$ cat config.mk
export PLATFORM = sky130hd
export DESIGN_NAME = countdown_mmss_flat
export DESIGN_NICKNAME = d
export VERILOG_FILES = /design/src/rtl/pengtimer_pkg.sv /design/src/rtl/countdown_mmss_if.sv /design/src/rtl/bcd_down_mod60.sv /design/src/rtl/countdown_mmss.sv /design/src/flat_wrapper.sv
export SDC_FILE = /design/constraint.sdc
export NUM_CORES = 1
export LEC_CHECK = 0
export ABC_AREA = 1
export BUFFER_PORTS_ARGS = -buffer_cell sky130_fd_sc_hd__buf_2
export CAP_MARGIN = 20
export CORE_AREA = 3 3 62 64
export CTS_BUF_LIST = sky130_fd_sc_hd__clkbuf_8 sky130_fd_sc_hd__clkbuf_16
export DETAILED_ROUTE_END_ITERATION = 8
export DIE_AREA = 0 0 65 67
export PLACE_DENSITY_LB_ADDON = 0.1
export SYNTH_ARGS = -nofsm -noshare
export SYNTH_HDL_FRONTEND = slang
export SYNTH_SLANG_ARGS = --single-unit
$ cat constraint.sdc
create_clock -name clk -period 1.9 [get_ports clk]
set_clock_uncertainty 0.05 [all_clocks]
set_input_delay 0.285 -clock clk [delete_from_list [all_inputs] [get_ports clk]]
set_output_delay 0.285 -clock clk [all_outputs]
set_load 0.03 [all_outputs]
$ cat src/rtl/pengtimer_pkg.sv
// pengtimer_pkg: shared state enum, BCD digit type and digit limits for the timer blocks
package pengtimer_pkg;
  typedef enum logic [1:0] {IDLE, RUN, PAUSE, DONE} state_t;
  typedef logic [3:0] bcd_t;
  localparam bcd_t SEC_TENS_MAX = 4'd5;
  localparam bcd_t DIGIT_MAX = 4'd9;
endpackage

$ cat src/rtl/countdown_mmss_if.sv
// countdown_mmss_if: control, load-digit and count/status bundle of the MM:SS countdown
interface countdown_mmss_if;
  import pengtimer_pkg::*;
  logic tick, load, start, pause, clear;
  bcd_t ld_min_t, ld_min_u, ld_sec_t, ld_sec_u;
  bcd_t min_q1, min_q2, sec_q1, sec_q2;
  logic running, paused, done, load_err;
  modport master (
    output tick, load, start, pause, clear, ld_min_t, ld_min_u, ld_sec_t, ld_sec_u,
    input min_q1, min_q2, sec_q1, sec_q2, running, paused, done, load_err
  );
  modport slave (
    input tick, load, start, pause, clear, ld_min_t, ld_min_u, ld_sec_t, ld_sec_u,
    output min_q1, min_q2, sec_q1, sec_q2, running, paused, done, load_err
  );
endinterface

$ cat src/rtl/bcd_down_mod60.sv
// bcd_down_mod60: loadable two-digit BCD down counter, units wrap 0->9, tens wrap 0->TENS_WRAP
module bcd_down_mod60 import pengtimer_pkg::*; #(
  parameter bcd_t TENS_WRAP = SEC_TENS_MAX
) (
  input  logic clk,
  input  logic rst_n,
  input  logic dec,
  input  logic load,
  input  bcd_t ld_t,
  input  bcd_t ld_u,
  output bcd_t q_t,
  output bcd_t q_u,
  output logic zero,
  output logic borrow
);
  assign zero = q_t == 4'd0 && q_u == 4'd0;
  always_ff @(posedge clk or negedge rst_n)
    if (!rst_n) begin
      q_t <= 4'd0;
      q_u <= 4'd0;
      borrow <= 1'b0;
    end else begin
      borrow <= dec && !load && zero;
      if (load) begin
        q_t <= ld_t;
        q_u <= ld_u;
      end else if (dec) begin
        q_u <= q_u == 4'd0 ? DIGIT_MAX : q_u - 4'd1;
        if (q_u == 4'd0) q_t <= q_t == 4'd0 ? TENS_WRAP : q_t - 4'd1;
      end
    end
endmodule

$ cat src/rtl/countdown_mmss.sv
// countdown_mmss: loadable BCD MM:SS countdown with IDLE/RUN/PAUSE/DONE control FSM
// Define COUNTDOWN_AUTORELOAD_EN to reload the preset on the tick after reaching 00:00.
module countdown_mmss import pengtimer_pkg::*; #(
  parameter int MIN_MAX = 59
) (
  input logic clk,
  input logic rst_n,
  countdown_mmss_if.slave bus
);
  state_t state, nxt;
  logic [15:0] ld_in, ld_val;
  logic cnt_load, dec, done_d, err_d, valid, sec_zero, min_zero, cnt_zero, cnt_one;
  logic unused_sec_borrow, unused_min_borrow;
  int min_bin;
  assign ld_in = {bus.ld_min_t, bus.ld_min_u, bus.ld_sec_t, bus.ld_sec_u};
  assign min_bin = 10 * int'(bus.ld_min_t) + int'(bus.ld_min_u);
  assign valid = bus.ld_min_t <= DIGIT_MAX && bus.ld_min_u <= DIGIT_MAX &&
                 bus.ld_sec_t <= SEC_TENS_MAX && bus.ld_sec_u <= DIGIT_MAX && min_bin <= MIN_MAX;
  assign cnt_zero = sec_zero && min_zero;
  assign cnt_one = min_zero && bus.sec_q1 == 4'd0 && bus.sec_q2 == 4'd1;
`ifdef COUNTDOWN_AUTORELOAD_EN
  logic [15:0] preset;
  always_ff @(posedge clk or negedge rst_n)
    if (!rst_n) preset <= 16'h0;
    else if (!bus.clear && bus.load && state != RUN && valid) preset <= ld_in;
`endif
  always_comb begin
    nxt = state;
    cnt_load = 1'b0;
    ld_val = 16'h0;
    dec = 1'b0;
    done_d = 1'b0;
    err_d = 1'b0;
    if (bus.clear) begin
      nxt = IDLE;
      cnt_load = 1'b1;
    end else if (bus.load) begin
      if (state != RUN) begin
        nxt = valid ? IDLE : state;
        cnt_load = valid;
        ld_val = ld_in;
        err_d = !valid;
      end
    end else if (bus.pause) nxt = state == RUN ? PAUSE : state;
    else if (bus.start) nxt = (state == IDLE || state == PAUSE) && !cnt_zero ? RUN : state;
    else if (bus.tick && state == RUN) begin
`ifdef COUNTDOWN_AUTORELOAD_EN
      cnt_load = cnt_zero;
      ld_val = preset;
      dec = !cnt_zero;
      done_d = cnt_one;
      nxt = cnt_one && preset == 16'h0 ? DONE : RUN;
`else
      dec = 1'b1;
      done_d = cnt_one;
      nxt = cnt_one ? DONE : RUN;
`endif
    end
  end
  always_ff @(posedge clk or negedge rst_n)
    if (!rst_n) begin
      state <= IDLE;
      bus.running <= 1'b0;
      bus.paused <= 1'b0;
      bus.done <= 1'b0;
      bus.load_err <= 1'b0;
    end else begin
      state <= nxt;
      bus.running <= nxt == RUN;
      bus.paused <= nxt == PAUSE;
      bus.done <= done_d;
      bus.load_err <= err_d;
    end
  bcd_down_mod60 #(.TENS_WRAP(SEC_TENS_MAX)) u_sec (
    .clk(clk), .rst_n(rst_n), .dec(dec), .load(cnt_load),
    .ld_t(ld_val[7:4]), .ld_u(ld_val[3:0]),
    .q_t(bus.sec_q1), .q_u(bus.sec_q2), .zero(sec_zero), .borrow(unused_sec_borrow)
  );
  bcd_down_mod60 #(.TENS_WRAP(DIGIT_MAX)) u_min (
    .clk(clk), .rst_n(rst_n), .dec(dec && sec_zero), .load(cnt_load),
    .ld_t(ld_val[15:12]), .ld_u(ld_val[11:8]),
    .q_t(bus.min_q1), .q_u(bus.min_q2), .zero(min_zero), .borrow(unused_min_borrow)
  );
endmodule

$ cat src/flat_wrapper.sv
// flat-port wrapper written by rule: the top's interface ports become plain ports
module countdown_mmss_flat import pengtimer_pkg::*;
#(
  parameter int MIN_MAX = 59
)
  (clk, rst_n, bus_tick, bus_load, bus_start, bus_pause, bus_clear, bus_ld_min_t, bus_ld_min_u, bus_ld_sec_t, bus_ld_sec_u, bus_min_q1, bus_min_q2, bus_sec_q1, bus_sec_q2, bus_running, bus_paused, bus_done, bus_load_err);
  countdown_mmss_if bus_i ();
  input logic clk;
  input logic rst_n;
  input wire logic [$bits(bus_i.tick)-1:0] bus_tick;
  input wire logic [$bits(bus_i.load)-1:0] bus_load;
  input wire logic [$bits(bus_i.start)-1:0] bus_start;
  input wire logic [$bits(bus_i.pause)-1:0] bus_pause;
  input wire logic [$bits(bus_i.clear)-1:0] bus_clear;
  input wire logic [$bits(bus_i.ld_min_t)-1:0] bus_ld_min_t;
  input wire logic [$bits(bus_i.ld_min_u)-1:0] bus_ld_min_u;
  input wire logic [$bits(bus_i.ld_sec_t)-1:0] bus_ld_sec_t;
  input wire logic [$bits(bus_i.ld_sec_u)-1:0] bus_ld_sec_u;
  output wire logic [$bits(bus_i.min_q1)-1:0] bus_min_q1;
  output wire logic [$bits(bus_i.min_q2)-1:0] bus_min_q2;
  output wire logic [$bits(bus_i.sec_q1)-1:0] bus_sec_q1;
  output wire logic [$bits(bus_i.sec_q2)-1:0] bus_sec_q2;
  output wire logic [$bits(bus_i.running)-1:0] bus_running;
  output wire logic [$bits(bus_i.paused)-1:0] bus_paused;
  output wire logic [$bits(bus_i.done)-1:0] bus_done;
  output wire logic [$bits(bus_i.load_err)-1:0] bus_load_err;
  assign bus_i.tick = bus_tick;
  assign bus_i.load = bus_load;
  assign bus_i.start = bus_start;
  assign bus_i.pause = bus_pause;
  assign bus_i.clear = bus_clear;
  assign bus_i.ld_min_t = bus_ld_min_t;
  assign bus_i.ld_min_u = bus_ld_min_u;
  assign bus_i.ld_sec_t = bus_ld_sec_t;
  assign bus_i.ld_sec_u = bus_ld_sec_u;
  assign bus_min_q1 = bus_i.min_q1;
  assign bus_min_q2 = bus_i.min_q2;
  assign bus_sec_q1 = bus_i.sec_q1;
  assign bus_sec_q2 = bus_i.sec_q2;
  assign bus_running = bus_i.running;
  assign bus_paused = bus_i.paused;
  assign bus_done = bus_i.done;
  assign bus_load_err = bus_i.load_err;
  countdown_mmss #(.MIN_MAX(MIN_MAX)) u_core (.clk(clk), .rst_n(rst_n), .bus(bus_i));
endmodule
==> results of run 1 <==
==> report_power, final <==
part / internal (W) / switching (W)
sequential: 0.000522 / 0.0000644
combinational: 0.000257 / 0.000446
clock: 0.000281 / 0.000153
==> cell type report <==
type | count | area (um^2) | share of cell area
clock buffers | 3 | 41.3 | 0.0163
clock inverters | 1 | 30.0 | 0.0119
inverters | 27 | 104 | 0.0411
multi-input cells | 217 | 1300 | 0.513
flip-flops and latches | 22 | 551 | 0.218
well taps | 46 | 57.6 | 0.0228
repair buffers | 68 | 447 | 0.177
==> kinds of logic after synthesis <==
logic type      Yosys count  synth area share
simple gates            170             0.421
xor+xnor                  1           0.00483
fa+ha+maj                10            0.0772
buf+inv                  32            0.0745
flops                    22             0.303
compound gates           33             0.119
==> stage by stage <==
step | cells | total power, W | area (um^2)
2_1_floorplan | 268 | 0.00101 | 1840
3_3_place_gp | 373 | 0.00123 | 2250
3_5_place_dp | 373 | 0.00123 | 2250
4_1_cts | 384 | 0.00172 | 2500
5_1_grt | 384 | 0.00183 | 2530
6_report | 384 | 0.00172 | 2530
==> timing repair <==
item,in CTS,in global routing
hold buffers,1,0
gates cloned,3,0
pin swaps,16,12
setup endpoints to repair,20,21
resized for setup,34,7
hold endpoints to repair,22,0
buffers inserted,3,0
==> sequential cells by signal, summed over array words and instances, names as in the netlist <==
register and cells:
u_core.u_min.q_u 4, u_core.bus.paused 1, u_core.bus.running 1, u_core.bus.done 1, u_core.bus.load_err 1, u_core.u_min.q_t 4, u_core.u_sec.q_t 4, u_core.state 2
u_core.u_sec.q_u 4
==> layer usage <==
layer / vias to the layer above / wire length (um)
li1: 1039 / -
met1: 976 / 2090
met2: 88 / 2430
met3: 12 / 399
met4: 0 / 124
met5: - / 0
==> cells in the final DEF, fill, tap and decap left out, types with 2 or more instances in the layout <==
| master | n |
|---|---|
| nand2_1 | 88 |
| buf_2 | 40 |
| inv_1 | 23 |
| dfrtp_1 | 22 |
| buf_4 | 19 |
| nand3_1 | 18 |
| nor2_1 | 18 |
| o21ai_0 | 15 |
| nand3_2 | 11 |
| nand2_2 | 10 |
| o2111ai_1 | 8 |
| buf_6 | 7 |
| nor3_1 | 6 |
| nand2_4 | 5 |
| ha_1 | 5 |
| nand4_1 | 4 |
| nor2_4 | 4 |
| nor2_2 | 3 |
| inv_2 | 3 |
| clkbuf_8 | 3 |
| nand3b_1 | 2 |
| a21oi_1 | 2 |
| nand3_4 | 2 |
| o211ai_1 | 2 |
| a21boi_0 | 2 |
| fa_2 | 2 |
| ha_4 | 2 |
==> critical path, cell delays in order <==
cell and delay, ns:
buf_8 0.10, ha_4 0.24, ha_4 0.15, fa_2 0.52
nand4_1 0.08, nand2_1 0.09, nand2_2 0.06, nor2_4 0.23
nand3_4 0.16, buf_6 0.16, nand3_1 0.05, nand2_1 0.07
nand2_1 0.06, nand2_1 0.05
==> worst max path at each step <==
stage | startpoint | endpoint | slack [ns] | cells past startpoint
finish | bus_ld_min_t[3] | u_core.u_min.q_u[2]$_DFFE_PN0P_ | -0.31 | 14
global route | bus_ld_min_t[3] | u_core.u_sec.q_t[2]$_DFFE_PN0P_ | -0.43 | 14
CTS | bus_ld_min_t[3] | u_core.u_sec.q_t[1]$_DFFE_PN0P_ | -0.27 | 14
detailed placement | bus_ld_min_t[1] | u_core.u_sec.q_t[0]$_DFFE_PN0P_ | -0.62 | 16
global placement | bus_ld_min_t[1] | u_core.u_sec.q_u[2]$_DFFE_PN0P_ | -0.59 | 16
floorplan | bus_ld_min_t[1] | u_core.u_sec.q_t[0]$_DFFE_PN0P_ | -0.34 | 15
==> results.py, run 1 <==
metrics = {
    "synthesis": {
        "synth_area_leaders": "dfrtp_1 30%, nand2_1 20%, nand3_1 8.0%",
        "async_flop_share": 1.00,
        "synth_commonest_cells": "97 x nand2_1, 29 x nand3_1, 24 x inv_1, 22 x dfrtp_1, 19 x nor2_1",
        "syn_nets": 301,
        "synth_warnings": 0,
        "syn_inst": 268,
        "ys_types": 33,
        "synth_seq_cells": 22,
        "synth.most_common_cell": "nand2_1",
        "syn_area_mm2": 0.00181,
        "synth_edf_count": 0,
        "synth_top_area_frac": 0.303,
        "yosysTopAreaCell": "dfrtp_1",
        "ys.flop_type": "dfrtp_1",
        "avgSynthCellArea_um2": 6.77,
        "ys_seq_area_frac": 0.303,
    },
    "floorplan": {
        "dieArea_mm2": 0.00436,
        "die_w_um": 65,
        "initial_core_util": 0.544,
        "rows": 21,
        "core_area_mm2": 0.00334,
        "boundaryPins": 43,
        "die_y_um": 67,
    },
    "critical_path": {
        "r2r_slack_ns": 0.03,
        "required_ns": 2.01,
        "reg2regPathDepth": 9,
        "path_class": "in -> reg",
        "endpoint_kind": "flip-flop",
        "cp_data_arrival_time_ns": 2.32,
        "start_kind": "input pin",
        "rr_endpoint": "u_core.u_sec.q_t[1]$_DFFE_PN0P_",
        "reg2reg_from": "u_core.state[0]$_DFF_PN0_",
        "path_max_fanout": 5,
    },
    "clock_network": {
        "clk_latency_ns": 0.26,
        "root_buffer": "clkbuf_8",
        "clkSinkCount": 22,
        "cts_buffer_depth": 2,
        "cts_tree": "done",
        "h-tree-depth": 1,
        "cts_buffers": 3,
        "clkTransAtPathRegs_ns": 0.08,
    },
    "global_route": {
        "grt_first_pass_wirelength_um": 8560,
        "grt_start_max_net_pins": 24,
        "busiest_layer": "met2",
        "grt.overflow.total": 0,
        "use_met1": 0.312,
        "use_met2": 0.434,
        "use_met3": 0.0388,
        "antenna_found_initial": 0,
        "grt_pass1_vias": 1975,
        "track_usage": 0.252,
    },
    "placement": {
        "gp_congestion": 0.945,
        "dp_slack_ns": -0.622,
        "port_buffers": 42,
        "dp_hpwl_um": 3720,
    },
    "cells_and_area": {
        "nets": 372,
        "area_growth_pct": 39.2,
        "drive_gt1_frac": 0.343,
        "fin_util": 0.757,
        "nFillCells": 277,
        "antenna_cells": 0,
    },
    "detailed_routing": {
        "wl_um": 5040,
        "drtIter0Drc": 154,
        "dr.pass1.iters": 4,
        "drtAntennaViolNets": 0,
        "routedWlPerCell_um": 13.1,
        "drc": 0,
        "vias_per_cell": 5.51,
        "routed-via-count": 2115,
    },
    "timing": {
        "setup_tns_ns": -5.54,
        "fmax_mhz": 452,
        "final_max_slew_viol_count": 0,
        "period_needed_ns": 2.21,
        "setup_slack_ns": -0.312,
        "tightest_slew_ns": 0.546,
        "finalHoldViolCount": 0,
        "setup_viol": 20,
        "timing.hold.ws_ns": 0.229,
        "period_share": 1.16,
        "slew_headroom": 0.634,
        "rsz0062_at_grt": "yes",
    },
    "outcome": {
        "failed_checks": "setup timing",
        "outcome": "complete, but fails checks",
    },
    "worst_hold_path": {
        "min_path_cells": 2,
        "hp-class": "in -> reg",
        "hold_start": "bus_clear",
        "min_to": "u_core.bus.done$_DFF_PN0_",
    },
    "power_and_ir_drop": {
        "pwr_density_cell_mw_per_mm2": 683,
        "p_leak_nw": 1.34,
        "vdd_drop_max_uv": 387,
    },
    "flow_run": {
        "max_cap_viol_count": 0,
    },
}
No activity file was read; power rests on OpenSTA's default activity.
==> inputs of run 2 (changes only) <==
BUFFER_PORTS_ARGS = default   (was -buffer_cell sky130_fd_sc_hd__buf_2)
CORE_AREA = 3 3 60 62   (was 3 3 62 64)
CTS_CLUSTER_DIAMETER = 30   (was default)
DIE_AREA = 0 0 63 65   (was 0 0 65 67)
DONT_BUFFER_PORTS = 1   (was default)
SETUP_SLACK_MARGIN = 0.2   (was default)
==> run 2 against run 1 <==
Effect of this change:
- the flow still finishes with violations (setup timing)
- register-to-register slack better by 0.07 ns
- die area is 6.0% lower
- final area is 7.5% lower
- critical path type unchanged
==> results.py, run 2 (synthesis results as in run 1) <==
metrics = {
    "outcome": {
        "outcome": "complete, but fails checks",
        "failed_checks": "setup timing",
    },
    "placement": {
        "port_buffers": 0,
        "placed_cells": 334,
        "dp_hpwl_um": 3760,
        "gp_congestion": 0.925,
        "dp_slack_ns": -0.492,
    },
    "cells_and_area": {
        "fin_cells": 344,
        "drive_gt1_frac": 0.270,
        "antenna_cells": 0,
        "final_common_cell": "nand2_1",
        "nFillCells": 253,
        "area_growth_pct": 28.8,
        "final_cell_mix": "88 x nand2_1, 23 x buf_4, 22 x inv_1, 22 x dfrtp_1",
        "nets": 334,
    },
    "critical_path": {
        "path_class": "in -> reg",
        "required_ns": 2.01,
        "reg2regPathDepth": 9,
        "cp_data_arrival_time_ns": 2.16,
        "start_kind": "input pin",
        "path_max_fanout": 6,
        "endpoint_kind": "flip-flop",
    },
    "detailed_routing": {
        "drc": 0,
        "wl_um": 5230,
        "dr.pass1.iters": 4,
        "routedWlPerCell_um": 15.2,
        "drtIter0Drc": 223,
        "routed-via-count": 1998,
        "vias_per_cell": 5.81,
        "drtAntennaViolNets": 0,
    },
    "power_and_ir_drop": {
        "vdd_drop_max_uv": 431,
        "power.share.combinational": 0.437,
        "p_leak_nw": 1.18,
        "internal-power_w": 0.000957,
        "pwr_density_cell_mw_per_mm2": 696,
        "seqPwrFrac": 0.345,
        "pwr-share-clk": 0.217,
        "p_switching_w": 0.000667,
        "netSwitchingFraction": 0.411,
    },
    "timing": {
        "final_max_slew_viol_count": 0,
        "rsz0062_at_grt": "yes",
        "period_share": 1.08,
        "fmax_mhz": 487,
        "period_needed_ns": 2.05,
        "setup_slack_ns": -0.153,
        "slew_headroom": 0.752,
        "setup_viol": 20,
        "finalHoldViolCount": 0,
        "tightest_slew_ns": 0.372,
    },
    "floorplan": {
        "die_w_um": 63,
        "rows": 20,
        "boundaryPins": 43,
        "dieArea_mm2": 0.00410,
        "core_area_mm2": 0.00308,
        "die_y_um": 65,
        "initial_core_util": 0.589,
    },
    "global_route": {
        "track_usage": 0.277,
        "grt.overflow.total": 0,
        "grt_first_pass_wirelength_um": 8960,
        "antenna_found_initial": 0,
        "grt_pass1_vias": 1986,
        "grt_start_max_net_pins": 23,
    },
    "clock_network": {
        "cts_buffer_depth": 2,
        "clkSinkCount": 22,
        "cts_tree": "done",
        "clkTransAtPathRegs_ns": 0.08,
        "h-tree-depth": 1,
        "cts_buffers": 3,
        "clk_latency_ns": 0.28,
        "root_buffer": "clkbuf_8",
    },
    "worst_hold_path": {
        "min_path_cells": 1,
        "hp-class": "in -> reg",
    },
    "flow_run": {
        "max_cap_viol_count": 0,
    },
}
run 2: cell count changes in the layout (fill, tap and decap cells not counted), sizes merged:
cell,change
buf,-38
clkbuf,+1
bufinv,-1
run 2: worst max-delay path, cell delays in order:
cell and delay, ns:
ha_4 0.23, ha_4 0.16, fa_2 0.52, nand4_1 0.08, nand2_1 0.09, nand2_2 0.06
nor2_4 0.20, nand3_4 0.17, nand2_4 0.16, inv_4 0.07, nand3_1 0.07, nand2_1 0.06
run 2: what timing repair did:
| item | CTS | global route |
|---|---|---|
| gates resized for setup | 31 | 7 |
| buffers inserted | 0 | 1 |
| setup endpoints to repair | 21 | 21 |
| endpoints found under the hold margin | 22 | 0 |
| pin swaps | 19 | 9 |
| hold buffers | 1 | 0 |
| gates cloned | 3 | 0 |
run 2: final cells by class:
type	count	area [um^2]	share of cell area
Inverter	27	104	0.0445
Timing Repair Buffer	30	267	0.114
Clock buffer	4	55.1	0.0236
Sequential cell	22	551	0.236
Multi-Input combinational cell	217	1310	0.559
Tap cell	44	55.1	0.0236
run 2: path summary, 6_finish.rpt:
check                                                 from                         endpoint  slack (ns)
max reg2reg                      u_core.state[0]$_DFF_PN0_  u_core.u_min.q_t[0]$_DFFE_PN0P_        0.10
min in group asynchronous                            rst_n  u_core.u_min.q_t[2]$_DFFE_PN0P_        0.28
min reg2reg                u_core.u_sec.q_t[0]$_DFFE_PN0P_  u_core.u_sec.q_t[0]$_DFFE_PN0P_        0.62
min                                              bus_clear        u_core.bus.done$_DFF_PN0_        0.05
max                                        bus_ld_min_t[3]  u_core.u_min.q_u[2]$_DFFE_PN0P_       -0.15
max in group asynchronous                            rst_n        u_core.bus.done$_DFF_PN0_        1.12
run 2: power groups by stage:
stage | sequential [W] | clock [W] | combinational, W
global route | 0.000569 | 0.000373 | 0.000783
finish | 0.000561 | 0.000353 | 0.000711
floorplan | 0.000692 | 0 | 0.000321
global placement | 0.000568 | 0 | 0.000621
CTS | 0.000561 | 0.000352 | 0.000686
detailed placement | 0.000570 | 0 | 0.000628
run 2: per-stage QoR:
step | power [W] | util | setup TNS, ns | cell area (um^2) | hold WS (ns)
final | 0.00162 | 0.759 | -2.67 | 2340 | 0.0454
after global routing | 0.00173 | 0.759 | -4.53 | 2340 | 0.0383
after global placement | 0.00119 | 0.673 | -7.97 | 2070 | -0.0600
after floorplan | 0.00101 | - | -5.93 | 1840 | -0.0606
after CTS | 0.00160 | 0.741 | -2.00 | 2280 | 0.0470
after detailed placement | 0.00120 | 0.673 | -9.19 | 2070 | -0.0600
run 2: layer usage:
| layer | global-route usage | wire length [um] | vias up | share of wire |
|---|---|---|---|---|
| met5 | 0 | 0 | - | 0 |
| met3 | 0.0537 | 427 | 16 | 0.082 |
| met2 | 0.460 | 2420 | 79 | 0.46 |
| li1 | - | - | 957 | - |
| met1 | 0.344 | 2240 | 946 | 0.43 |
| met4 | 0.135 | 150 | 0 | 0.029 |
==> inputs of run 3 (changes only) <==
CORE_AREA = 3 3 61 63   (was 3 3 60 62)
DIE_AREA = 0 0 64 66   (was 0 0 63 65)
SYNTH_HIERARCHICAL = 1   (was default)
==> run 3 against run 2 <==
Effect of this change:
- sequential cell count is the same
- sequential share of layout area rose by 0.24 points
- first-iteration DRC count decreased by 45%
- critical path depth up 3
- wire length shrank 13%
- the flow still finishes with violations (setup timing)
- via count decreased by 9.9%
- critical endpoint is now u_core/u_sec/q_t[2]$_DFFE_PN0P_
- final cell count increased by 5.5%
- hold slack improved by 0.062 ns
==> results.py, run 3 <==
metrics = {
    "detailed_routing": {
        "routedWlPerCell_um": 12.5,
        "dr.pass1.iters": 4,
        "drtAntennaViolNets": 0,
        "vias_per_cell": 4.96,
        "wl_um": 4530,
        "drtIter0Drc": 122,
        "routed-via-count": 1801,
        "drc": 0,
    },
    "worst_hold_path": {
        "min_path_cells": 2,
        "hp-class": "in -> reg",
    },
    "critical_path": {
        "path_class": "in -> reg",
        "required_ns": 2.00,
        "start_kind": "input pin",
        "cp_slowest_cell": "fa_2",
        "reg2regPathDepth": 9,
        "path_cells": "ha_4, ha_4, inv_2, fa_2, inv_2, nor2_1, nor2_1, nand2_1, nand4_1, nand2_4, buf_6, inv_6, or2_1, nand3_1, nand2_1",
        "cpPeakStageDelay_ns": 0.54,
        "path_max_fanout": 8,
        "cp_data_arrival_time_ns": 2.34,
        "endpoint_kind": "flip-flop",
    },
    "cells_and_area": {
        "nFillCells": 290,
        "nets": 351,
        "drive_gt1_frac": 0.256,
        "antenna_cells": 0,
        "postLayoutCellArea_mm2": 0.00231,
        "area_growth_pct": 28.1,
        "final_common_cell": "nand2_1",
        "final_cell_mix": "69 x nand2_1, 40 x inv_1, 38 x nor2_1",
    },
    "synthesis": {
        "synth_warnings": 6,
        "syn_nets": 308,
        "avgSynthCellArea_um2": 6.54,
        "syn_area_mm2": 0.00181,
        "syn_inst": 276,
    },
    "timing": {
        "finalHoldViolCount": 0,
        "setup_slack_ns": -0.334,
        "final_max_slew_viol_count": 0,
        "setup_viol": 19,
        "timing.hold.ws_ns": 0.107,
        "slew_headroom": 0.690,
        "rsz0062_at_grt": "yes",
        "tightest_slew_ns": 0.463,
        "fmax_mhz": 448,
        "period_needed_ns": 2.23,
        "period_share": 1.18,
    },
    "placement": {
        "dpl-instance-area_mm2": 0.00214,
        "dp_hpwl_um": 3470,
        "gp_congestion": 0.904,
        "port_buffers": 0,
    },
    "clock_network": {
        "h-tree-depth": 1,
        "cts_buffer_depth": 2,
        "cts_tree": "done",
        "cts_buffers": 3,
        "clkTransAtPathRegs_ns": 0.08,
        "clkSinkCount": 22,
        "root_buffer": "clkbuf_8",
        "clk_latency_ns": 0.26,
    },
    "floorplan": {
        "die_y_um": 66,
        "dieArea_mm2": 0.00422,
        "rows": 21,
        "die_w_um": 64,
        "boundaryPins": 43,
        "initial_core_util": 0.550,
        "core_area_mm2": 0.00328,
    },
    "outcome": {
        "failed_checks": "setup timing",
        "outcome": "complete, but fails checks",
    },
    "power_and_ir_drop": {
        "total_power_w": 0.00153,
        "power.share.combinational": 0.445,
        "pwr-share-clk": 0.188,
        "pwr_density_cell_mw_per_mm2": 660,
        "p_switching_w": 0.000602,
        "internal-power_w": 0.000923,
        "vdd_drop_max_uv": 302,
        "seqPwrFrac": 0.367,
        "netSwitchingFraction": 0.395,
        "p_leak_nw": 1.20,
    },
    "global_route": {
        "grt_pass1_vias": 1694,
        "grt.overflow.total": 0,
        "antenna_found_initial": 0,
        "grt_start_max_net_pins": 23,
        "grt_first_pass_wirelength_um": 7450,
        "track_usage": 0.222,
    },
    "flow_run": {
        "max_cap_viol_count": 0,
    },
}
-- run 3: power groups by stage --
stage | registers (W) | logic, W | clock network [W]
finish | 0.000559 | 0.000678 | 0.000287
global route | 0.000566 | 0.000755 | 0.000313
CTS | 0.000560 | 0.000658 | 0.000293
detailed placement | 0.000569 | 0.000627 | 0
global placement | 0.000568 | 0.000622 | 0
floorplan | 0.000692 | 0.000312 | 0
-- run 3: final cells by class --
type	count	area [um^2]	share of cell area
clock buffers	3	41.3	0.0179
flip-flops and latches	22	551	0.238
inverters	47	186	0.0806
repair buffers	42	337	0.146
well taps	46	57.6	0.0249
multi-input cells	203	1140	0.493
-- run 3: critical path: cells and delay by family --
family / cells / cell delay [ns]
buffers and inverters: 4 / 0.24
adders and majority gates: 3 / 0.91
and+or+nand+nor: 8 / 0.90
-- run 3: through the flow --
| stage | utilization | instances | worst slack, ns | TNS [ns] |
|---|---|---|---|---|
| 2_1_floorplan | - | 276 | -0.620 | -8.26 |
| 3_3_place_gp | 0.652 | 353 | -0.654 | -10.32 |
| 3_5_place_dp | 0.652 | 353 | -0.726 | -11.40 |
| 4_1_cts | 0.689 | 361 | -0.329 | -4.69 |
| 5_1_grt | 0.704 | 363 | -0.461 | -7.40 |
| 6_report | 0.704 | 363 | -0.334 | -4.94 |
-- run 3: per-layer routing --
layer | up-vias | GRT usage | part of all wire
met2 | 41 | 0.357 | 0.46
li1 | 952 | - | -
met1 | 798 | 0.287 | 0.47
met4 | 0 | 0.0916 | 0.019
met3 | 10 | 0.0476 | 0.050
met5 | - | 0 | 0
-- run 3: worst paths after layout --
path,slack [ns],to,from
max,-0.33,u_core/u_sec/q_t[2]$_DFFE_PN0P_,bus_ld_min_t[3]
min,0.11,u_core/bus.running$_DFF_PN0_,bus_load
max reg2reg,0.03,u_core/u_min/q_u[2]$_DFFE_PN0P_,u_core/u_sec/q_t[0]$_DFFE_PN0P_
min reg2reg,0.52,u_core/bus.running$_DFF_PN0_,u_core/state[1]$_DFF_PN0_
max in group asynchronous,0.99,u_core/u_sec/q_t[3]$_DFFE_PN0P_,rst_n
min in group asynchronous,0.36,u_core/u_min/q_u[2]$_DFFE_PN0P_,rst_n
-- run 3: what timing repair did --
action                                  CTS  global route
hold buffers                              1             0
endpoints found under the setup margin   21            21
pin swaps                                11            10
setup buffers                             4             1
gates resized for setup                  12             7
hold endpoints to repair                 22             0
